===== src/rtl/uart_frame_parser_pkg.sv =====
// Shared definitions for the UART frame parser: FSM encoding, error causes
// and the default start-of-frame byte.
package uart_frame_parser_pkg;

  typedef enum logic [2:0] {
    ST_IDLE,
    ST_LEN,
    ST_PAYLOAD,
    ST_CHECK,
    ST_HOLD
  } state_e;

  localparam logic [1:0] ERR_BAD_LEN  = 2'd0;
  localparam logic [1:0] ERR_BAD_CSUM = 2'd1;
  localparam logic [1:0] ERR_TIMEOUT  = 2'd2;
  localparam logic [1:0] ERR_OVERRUN  = 2'd3;

  localparam logic [7:0] SOF_DEFAULT = 8'hAA;

endpackage


===== src/rtl/uart_frame_parser_frame_buffer.sv =====
// 16x8 payload store: synchronous write, registered read (one-cycle latency).
module frame_buffer (
  input  logic       clk,
  input  logic       we_i,
  input  logic [3:0] waddr_i,
  input  logic [7:0] wdata_i,
  input  logic [3:0] raddr_i,
  output logic [7:0] rdata_o
);

  logic [7:0] mem_q [16];
  logic [7:0] rdata_q;

  always_ff @(posedge clk) begin
    if (we_i) mem_q[waddr_i] <= wdata_i;
    rdata_q <= mem_q[raddr_i];
  end

  assign rdata_o = rdata_q;

endmodule


===== src/rtl/uart_frame_parser.sv =====
// Byte-stream frame parser: SOF, LEN, payload, XOR checksum; holds an accepted
// frame in the payload buffer until the consumer releases it.
//   state      | meaning
//   ST_IDLE    | hunting for SOF, other bytes ignored
//   ST_LEN     | waiting for the length byte
//   ST_PAYLOAD | storing payload bytes, accumulating XOR
//   ST_CHECK   | waiting for the checksum byte
//   ST_HOLD    | accepted frame held for readout until release
module uart_frame_parser
  import uart_frame_parser_pkg::*;
#(
  parameter logic [7:0] SOF            = SOF_DEFAULT,
  parameter int         MAX_LEN        = 16,
  parameter int         TIMEOUT_CYCLES = 52080
) (
  input  logic       clk,
  input  logic       reset,
  input  logic [7:0] byte_in,
  input  logic       byte_valid,
  output logic       frame_ok,
  output logic       frame_err,
  output logic [1:0] err_code,
  output logic [4:0] payload_len,
  output logic       busy,
  input  logic [3:0] rd_addr,
  output logic [7:0] rd_data,
  input  logic       release_i
);

  localparam int             TW        = $clog2(TIMEOUT_CYCLES + 1);
  localparam logic [TW-1:0]  TMR_LAST  = TW'(TIMEOUT_CYCLES - 1);
  localparam logic [7:0]     MAX_LEN_B = 8'(MAX_LEN);

  state_e        state_q, state_d;
  logic [4:0]    len_q, len_d;
  logic [4:0]    plen_q, plen_d;
  logic [3:0]    idx_q, idx_d;
  logic [7:0]    csum_q, csum_d;
  logic [TW-1:0] tmr_q, tmr_d;
  logic          ok_q, ok_d;
  logic          err_q, err_d;
  logic [1:0]    code_q, code_d;
  logic          busy_q, busy_d;
  logic          rd_in_range_q;
  logic          wr_en;
  logic [7:0]    buf_rdata;
  logic          in_frame;

  assign in_frame = (state_q == ST_LEN) || (state_q == ST_PAYLOAD) || (state_q == ST_CHECK);

  always_comb begin
    state_d = state_q;
    len_d   = len_q;
    plen_d  = plen_q;
    idx_d   = idx_q;
    csum_d  = csum_q;
    tmr_d   = tmr_q;
    ok_d    = 1'b0;
    err_d   = 1'b0;
    code_d  = code_q;
    busy_d  = busy_q;
    wr_en   = 1'b0;

    case (state_q)
      ST_IDLE: begin
        if (byte_valid && byte_in == SOF) begin
          state_d = ST_LEN;
          tmr_d   = '0;
        end
      end
      ST_LEN: begin
        if (byte_valid) begin
          tmr_d = '0;
          if (byte_in == 8'd0 || byte_in > MAX_LEN_B) begin
            err_d   = 1'b1;
            code_d  = ERR_BAD_LEN;
            state_d = ST_IDLE;
          end else begin
            len_d   = byte_in[4:0];
            csum_d  = byte_in;
            idx_d   = '0;
            state_d = ST_PAYLOAD;
          end
        end
      end
      ST_PAYLOAD: begin
        if (byte_valid) begin
          tmr_d  = '0;
          wr_en  = 1'b1;
          csum_d = csum_q ^ byte_in;
          idx_d  = idx_q + 4'd1;
          if ({1'b0, idx_q} == len_q - 5'd1) state_d = ST_CHECK;
        end
      end
      ST_CHECK: begin
        if (byte_valid) begin
          tmr_d = '0;
          if (byte_in == csum_q) begin
            ok_d    = 1'b1;
            busy_d  = 1'b1;
            plen_d  = len_q;
            state_d = ST_HOLD;
          end else begin
            err_d   = 1'b1;
            code_d  = ERR_BAD_CSUM;
            state_d = ST_IDLE;
          end
        end
      end
      ST_HOLD: begin
        // release frees the frame and lets a coincident byte start a new one
        if (release_i) begin
          busy_d  = 1'b0;
          state_d = ST_IDLE;
          if (byte_valid && byte_in == SOF) begin
            state_d = ST_LEN;
            tmr_d   = '0;
          end
        end else if (byte_valid) begin
          err_d  = 1'b1;
          code_d = ERR_OVERRUN;
        end
      end
      default: state_d = ST_IDLE;
    endcase

    // a byte in the expiry cycle wins because this only runs without one
    if (in_frame && !byte_valid) begin
      if (tmr_q == TMR_LAST) begin
        err_d   = 1'b1;
        code_d  = ERR_TIMEOUT;
        tmr_d   = '0;
        state_d = ST_IDLE;
      end else begin
        tmr_d = tmr_q + TW'(1);
      end
    end
  end

  always_ff @(posedge clk) begin
    if (reset) begin
      state_q       <= ST_IDLE;
      len_q         <= '0;
      plen_q        <= '0;
      idx_q         <= '0;
      csum_q        <= '0;
      tmr_q         <= '0;
      ok_q          <= 1'b0;
      err_q         <= 1'b0;
      code_q        <= '0;
      busy_q        <= 1'b0;
      rd_in_range_q <= 1'b0;
    end else begin
      state_q       <= state_d;
      len_q         <= len_d;
      plen_q        <= plen_d;
      idx_q         <= idx_d;
      csum_q        <= csum_d;
      tmr_q         <= tmr_d;
      ok_q          <= ok_d;
      err_q         <= err_d;
      code_q        <= code_d;
      busy_q        <= busy_d;
      rd_in_range_q <= ({1'b0, rd_addr} < plen_q);
    end
  end

  frame_buffer u_buf (
    .clk     (clk),
    .we_i    (wr_en),
    .waddr_i (idx_q),
    .wdata_i (byte_in),
    .raddr_i (rd_addr),
    .rdata_o (buf_rdata)
  );

  assign frame_ok    = ok_q;
  assign frame_err   = err_q;
  assign err_code    = code_q;
  assign payload_len = plen_q;
  assign busy        = busy_q;
  assign rd_data     = rd_in_range_q ? buf_rdata : 8'h00;

endmodule


===== config.mk =====
export PLATFORM = sky130hd
export DESIGN_NAME = uart_frame_parser
export DESIGN_NICKNAME = d
export VERILOG_FILES = /design/src/rtl/uart_frame_parser_pkg.sv /design/src/rtl/uart_frame_parser_frame_buffer.sv /design/src/rtl/uart_frame_parser.sv
export SDC_FILE = /design/constraint.sdc
export NUM_CORES = 1
export LEC_CHECK = 0
export BUFFER_PORTS_ARGS = -buffer_cell sky130_fd_sc_hd__buf_2
export CAP_MARGIN = 20
export CELL_PAD_IN_SITES_DETAIL_PLACEMENT = 1
export CELL_PAD_IN_SITES_GLOBAL_PLACEMENT = 1
export CORE_ASPECT_RATIO = 1.75
export CORE_MARGIN = 2
export CORE_UTILIZATION = 40
export DETAILED_ROUTE_END_ITERATION = 7
export GPL_ROUTABILITY_DRIVEN = 1
export GPL_TIMING_DRIVEN = 0
export PLACE_DENSITY_LB_ADDON = 0.1
export SETUP_SLACK_MARGIN = 0.4
export SLEW_MARGIN = 0
export SYNTH_ARGS = -nofsm -noshare
export SYNTH_HDL_FRONTEND = slang
export SYNTH_SLANG_ARGS = --single-unit

===== constraint.sdc =====
create_clock -name clk -period 2.59 [get_ports clk]
set_input_delay 0.1295 -clock clk [delete_from_list [all_inputs] [get_ports clk]]
set_output_delay 0.1295 -clock clk [all_outputs]
set_load 0.02 [all_outputs]

# Word level (Yosys, flattened, before mapping)
# Memory sizes are Yosys's and may differ from the RTL's. A register that Yosys moved wholly into a read port is not among the register bits.
# Cells that the tools add are included.
dict set report word_totals {
  register_bits 47
  ramBits 128
  output_inout_bits 18
  elab_cells 108
  mem_count 1
}
dict set report op_classes {
  n_addsub 3
  order_cmp 2
  n_eq_ne 16
  mux 53
  bitwise_logic 4
  n_reduce_logical 18
}
# name words width rd rd_clocked_by_memory_dff write_ports line
set memory_table {}
lappend memory_table {u_buf.mem_q 16 8 1 1 1 uart_frame_parser_frame_buffer.sv:11} ;# logic [7:0] mem_q [16];
# op count
set ops {}
lappend ops {{16-bit 2-to-1 mux} 5}
lappend ops {{16-bit case mux with 3 select lines} 1}
lappend ops {{8-bit 2-to-1 mux} 4}
lappend ops {{3-bit 2-to-1 mux} 9}
lappend ops {{2-bit 2-to-1 mux} 9}
lappend ops {{16-bit by 1-bit adder with 16-bit output, second input constant} 1}
lappend ops {{16-bit equality test, second input constant} 1}
lappend ops {{1-bit 2-to-1 mux} 16}
lappend ops {{8-bit case mux with 2 select lines} 1}
lappend ops {{3-bit case mux with 5 select lines} 1}
lappend ops {{4-bit 2-to-1 mux} 3}
lappend ops {{2-bit inequality test, second input constant} 5}
lappend ops {{3-bit AND reduction} 3}
lappend ops {{8-bit equality test} 1}
lappend ops {{8-bit equality test, second input constant} 1}
lappend ops {{8-bit by 5-bit > comparator with 1-bit output, second input constant} 1}
lappend ops {{8-bit logical NOT} 1}
lappend ops {{4-bit case mux with 2 select lines} 1}
lappend ops {{4-bit AND reduction} 2}
lappend ops {{8-bit bitwise XOR} 1}
lappend ops {{3-bit by 2-bit equality test with 1-bit output, second input constant} 2}
lappend ops {{2-bit case mux with 3 select lines} 1}
lappend ops {{3-bit OR reduction} 2}
lappend ops {{4-bit by 5-bit equality test with 1-bit output} 1}
lappend ops {{other kinds (17)} 23}

# Depth between registers and ports, before layout
dict set report logic_depth {
  depth_word 7
  ltp_mapped 8
}

# Modules after synthesis
# A second synthesis with hierarchy kept.
dict set report unflattened {
  hier_cells 524
  area_unflattened_um2 7672.4
}
# mod n_inst cells_each area_each_um2 seq_area_each_um2
set modules_own_cells {}
lappend modules_own_cells {frame_buffer 1 229 5147.4 4003.8}
lappend modules_own_cells {uart_frame_parser 1 295 2524.9 940.9}

# Worst setup path before layout
# OpenSTA, ideal clock, no wires.
dict set report synth_timing {
  kind {register to register}
  start {reg state_q[2]}
  end {mem u_buf.mem_q[0][0] (enable)}
  setup_time_ns 0.383
  t_arrival_ns 2.002
  required_ns 2.207
  path_slack_ns 0.204
  stages_incl_launch_ff 7
  path_buffers 2
  synth_period_minus_slack_ns 2.386
  cell_sequence {dfxtp_1 buf_6 nor2b_1 nor3b_2 clkbuf_1 nand2_1 nor3_1}
}
dict set report synth_between {
  elab_chain_cells 4
}
# element line
set synth_rtl {}
lappend synth_rtl {{from (decl)} uart_frame_parser.sv:34} ;# state_e state_q, state_d;
lappend synth_rtl {{from (signal assigned)} uart_frame_parser.sv:154} ;# state_q <= state_d;
lappend synth_rtl {{3-bit by 2-bit equality test with 1-bit output} uart_frame_parser.sv:64} ;# case (state_q)
lappend synth_rtl {{1-bit 2-to-1 mux} uart_frame_parser.sv:64}
lappend synth_rtl {{1-bit 2-to-1 mux} uart_frame_parser_frame_buffer.sv:15} ;# if (we_i) mem_q[waddr_i] <= wdata_i;
lappend synth_rtl {{1-bit 2-to-1 mux (implied by the code)} uart_frame_parser_frame_buffer.sv:15}
lappend synth_rtl {{to (decl)} uart_frame_parser_frame_buffer.sv:11}
# Every way passes these cells.

# Worst setup path in the final report
dict set report layout_timing {
  start {reg state_q[2]}
  end {mem u_buf.mem_q[3][0] (enable)}
}
# The elaborated chain is that of the path after synthesis.

==> impl_metrics.csv <==
group,metric,value,unit
cts,numCtsBuffers,17,
critical_path,r2r_cells,6,
global_route,first_global_vias,5033,
final_layout,areaGrowthSynthToFinish,17.7,%
critical_path,cp.arrival,2.29,ns
critical_path,critPathLaunch,"state_q[2]",
logic_synthesis,synth_flop_cell,"edfxtp_1",
hold_path,hold_start,"release_i",
critical_path,cp_cell_sequence,"buf_6, nor2b_2, nor3b_4, nand2_1, nor3_2, buf_4",
pwr,power_density,675,mW/mm2
sta,hold_violations,0,
cts,clk_latency,0.44,ns
critical_path,crit_buf_inv,2,
placement,place_ws,-0.522,ns
final_layout,regArea,0.00494,mm2
detailed_routing,viasPerCell,5.42,
logic_synthesis,synth-edff-count,128,
critical_path,path_delay_family,"simple AND/OR/NAND/NOR gates",
pwr,leakagePower,3.00,nW
floorplan,initial_core_util,0.405,
detailed_routing,drtIter0Drc,205,
final_layout,nets,615,
detailed_routing,drc_errors,0,
cts,clock_sinks,183,
sta,final_max_slew_viol_count,0,
detailed_routing,firstDrtPassIters,4,
hold_path,min_to,"busy",
global_route,grt_use_met1,0.210,
pwr,power,0.00610,W
sta,tns,0,ns
logic_synthesis,ys_seq_area_frac,0.645,
critical_path,required,2.73,ns
critical_path,crit_path_end_kind,"register",
sta,tightest_slew,0.784,ns
run,maxCapViolations,0,
placement,place_congestion,0.783,
final_layout,multiInputGateArea,0.00266,mm2
cts,ctsLongestPathBuffers,2,
global_route,global_route.usage.met2,0.388,
detailed_routing,wl_per_cell,22.4,um
floorplan,ios,34,
sta,fin_ws,0.447,ns
cts,clk_pin_slew_worst_paths,0.07,ns
global_route,grt_use_total,0.200,
sta,slew-limit-headroom,0.477,
placement,io_buffers,32,
critical_path,crit_fanout,9,
final_layout,diodes,0,
floorplan,chipHeight,187,um
cts,htreeDepth,4,
sta,fin_crit,2.14,ns
cts,hold_buffers,0,
logic_synthesis,ys.warnings.count,0,
sta,fin_worst_skew,0.0126,ns
logic_synthesis,syn_area_per_cell,14.6,um2
floorplan,coreArea,0.0189,mm2
logic_synthesis,synth-seq-cells,183,
critical_path,worstReg2RegStart,"state_q[2]",
cts,cts_tree,"built",
pwr,vdd_ir_drop_max,0.000411,V
critical_path,r2r-end,"u_buf.mem_q[3][0]",
cts,cts_root_buf,"clkbuf_16",
critical_path,start_kind,"register",
logic_synthesis,async_flop_share,0,
critical_path,crit_slowest_cell,"nor3_2",
outcome,outcome,"completed",
floorplan,num_rows,67,
sta,fmax,467,MHz
sta,period_share,0.827,
critical_path,r2r_slack,0.45,ns
detailed_routing,wirelength,18900,um
final_layout,drive_above_1_share,0.269,
detailed_routing,ant_nets,0,
hold_path,min_delay_path_depth,4,
logic_synthesis,synthCells,527,
logic_synthesis,synth_area,0.00767,mm2
logic_synthesis,synth_fp_nets,552,
sta,finalSetupViolCount,0,
floorplan,die_w,109,um
critical_path,cp_slowest_stage_delay,0.36,ns
placement,dp_hpwl,13400,um
global_route,antenna_found_initial,0,
global_route,grt_start_max_net_pins,24,
logic_synthesis,ys_types,52,
final_layout,fill_cells,1959,
floorplan,dieArea,0.0203,mm2
global_route,grt_pass1_wl,29200,um
sta,rsz0062_at_grt,"yes",
detailed_routing,vias,4572,
global_route,grt.met3_usage,0.0303,
global_route,busiest_layer,"met2",
hold_path,hold_class,"in2reg",
global_route,grt-ovfl-total,0,
critical_path,path_class,"reg2reg",
logic make-up after synthesis:
logic type               after synthesis  synth area share
AND/OR/NAND/NOR                      167             0.111
AO/OA/AOI/OAI                         55            0.0465
buffers and inverters                 40            0.0264
flip-flops                           183             0.645
adder cells (fa/ha/maj)                9            0.0147
multiplexers                          47             0.127
XOR/XNOR                              26            0.0297
power breakdown:
part | switching (W) | internal (W) | leakage, nW
Sequential | 0.00000439 | 0.00314 | 1.60
Combinational | 0.000153 | 0.0000976 | 1.11
Clock | 0.00110 | 0.00161 | 0.289
Total | 0.00126 | 0.00484 | 3.00
stage by stage:
stage / area, um2 / utilization / hold WS, ns / cells
global route: 9030 / 0.477 / 0.0894 / 844
CTS: 9000 / 0.475 / 0.0718 / 841
finish: 9030 / 0.477 / 0.0738 / 844
floorplan: 7680 / - / 0.228 / 527
detailed placement: 8160 / 0.431 / 0.486 / 803
global placement: 8140 / 0.430 / 0.459 / 800
cell usage after synthesis, drive strengths merged, types with 3 or more instances:
master	n	area, um2
o21ai	8	40.0
clkbuf	15	57.6
nand3	11	55.1
nand2	36	135
nand2b	3	18.8
or2	3	18.8
xnor2	16	140
nor3	14	70.1
and3	8	52.6
nor2	47	184
dfxtp	55	1100
or3	3	18.8
mux4	40	901
inv	12	45.0
and2	11	70.1
nor4	6	37.5
mux2i	6	60.1
buf	13	100
nand3b	3	22.5
edfxtp	128	3840
nand4	10	62.6
xor2	10	87.6
o211ai	7	52.6
ha	9	113
a21oi	26	130
cells in the final DEF (no fill, tap or decap), types with 4 or more instances in the layout:
cell / netlist / routed
xnor2_1: 16 / 16
nor2_2: 3 / 5
dfxtp_1: 55 / 55
buf_4: 0 / 7
buf_6: 6 / 6
nor2_1: 44 / 32
edfxtp_1: 128 / 128
mux2i_1: 6 / 6
nand3_1: 11 / 11
clkbuf_16: 0 / 17
nor3_1: 14 / 10
ha_1: 9 / 9
buf_2: 5 / 37
and3_1: 6 / 6
o211ai_1: 7 / 7
buf_12: 0 / 4
inv_1: 12 / 12
nor4_1: 6 / 6
bufinv_16: 0 / 4
nor2_4: 0 / 10
nand2_1: 36 / 33
xor2_1: 10 / 10
o21ai_0: 8 / 8
nand4_1: 10 / 10
and2_1: 10 / 10
a21oi_1: 26 / 26
mux4_2: 40 / 40
clkbuf_1: 14 / 12
sequential cells by signal, indices dropped and copies added (netlist names), 2 cells and up:
signal and count:
tmr_q 16, u_buf.rdata_o 8, payload_len 5, csum_q 8
u_buf.mem_q 128, state_q 3, len_q 5, err_code 2
idx_q 4
final cells by class:
class | count | share of cell area
repair buffers | 44 | 0.0333
clock inverters | 14 | 0.0201
well taps | 241 | 0.0334
plain buffers | 28 | 0.0188
multi-input cells | 304 | 0.294
inverters | 12 | 0.00499
flip-flops and latches | 183 | 0.548
clock buffers | 18 | 0.0475
worst register-to-register path, delay by kind of cell, from the launching register on:
family        cells  cell delay (ns)
flops             1             0.31
simple gates      4             1.17
buf+inv           2             0.37
per-layer routing:
| metal | part of all wire | wire [um] | vias to the layer above |
|---|---|---|---|
| li1 | - | - | 2113 |
| met1 | 0.37 | 7020 | 2386 |
| met2 | 0.59 | 11200 | 52 |
| met3 | 0.017 | 316 | 21 |
| met4 | 0.016 | 310 | 0 |
| met5 | 0 | 0 | - |
repair_timing:
| action | in CTS | in global routing |
|---|---|---|
| setup buffers | 6 | 3 |
| resized for setup | 36 | 4 |
| endpoints found under the setup margin | 128 | 54 |
| pin swaps | 3 | 2 |
worst max-delay path by stage:
stage,endpoint,slack [ns],cells after the start
floorplan,u_buf.mem_q[1][0],0.21,6
global placement,u_buf.mem_q[1][4],-0.78,6
detailed placement,u_buf.mem_q[5][7],-0.52,6
CTS,tmr_q[11],0.41,7
global route,u_buf.mem_q[3][6],0.34,6
finish,u_buf.mem_q[3][0],0.45,6
No activity file was read; power rests on OpenSTA's default activity.
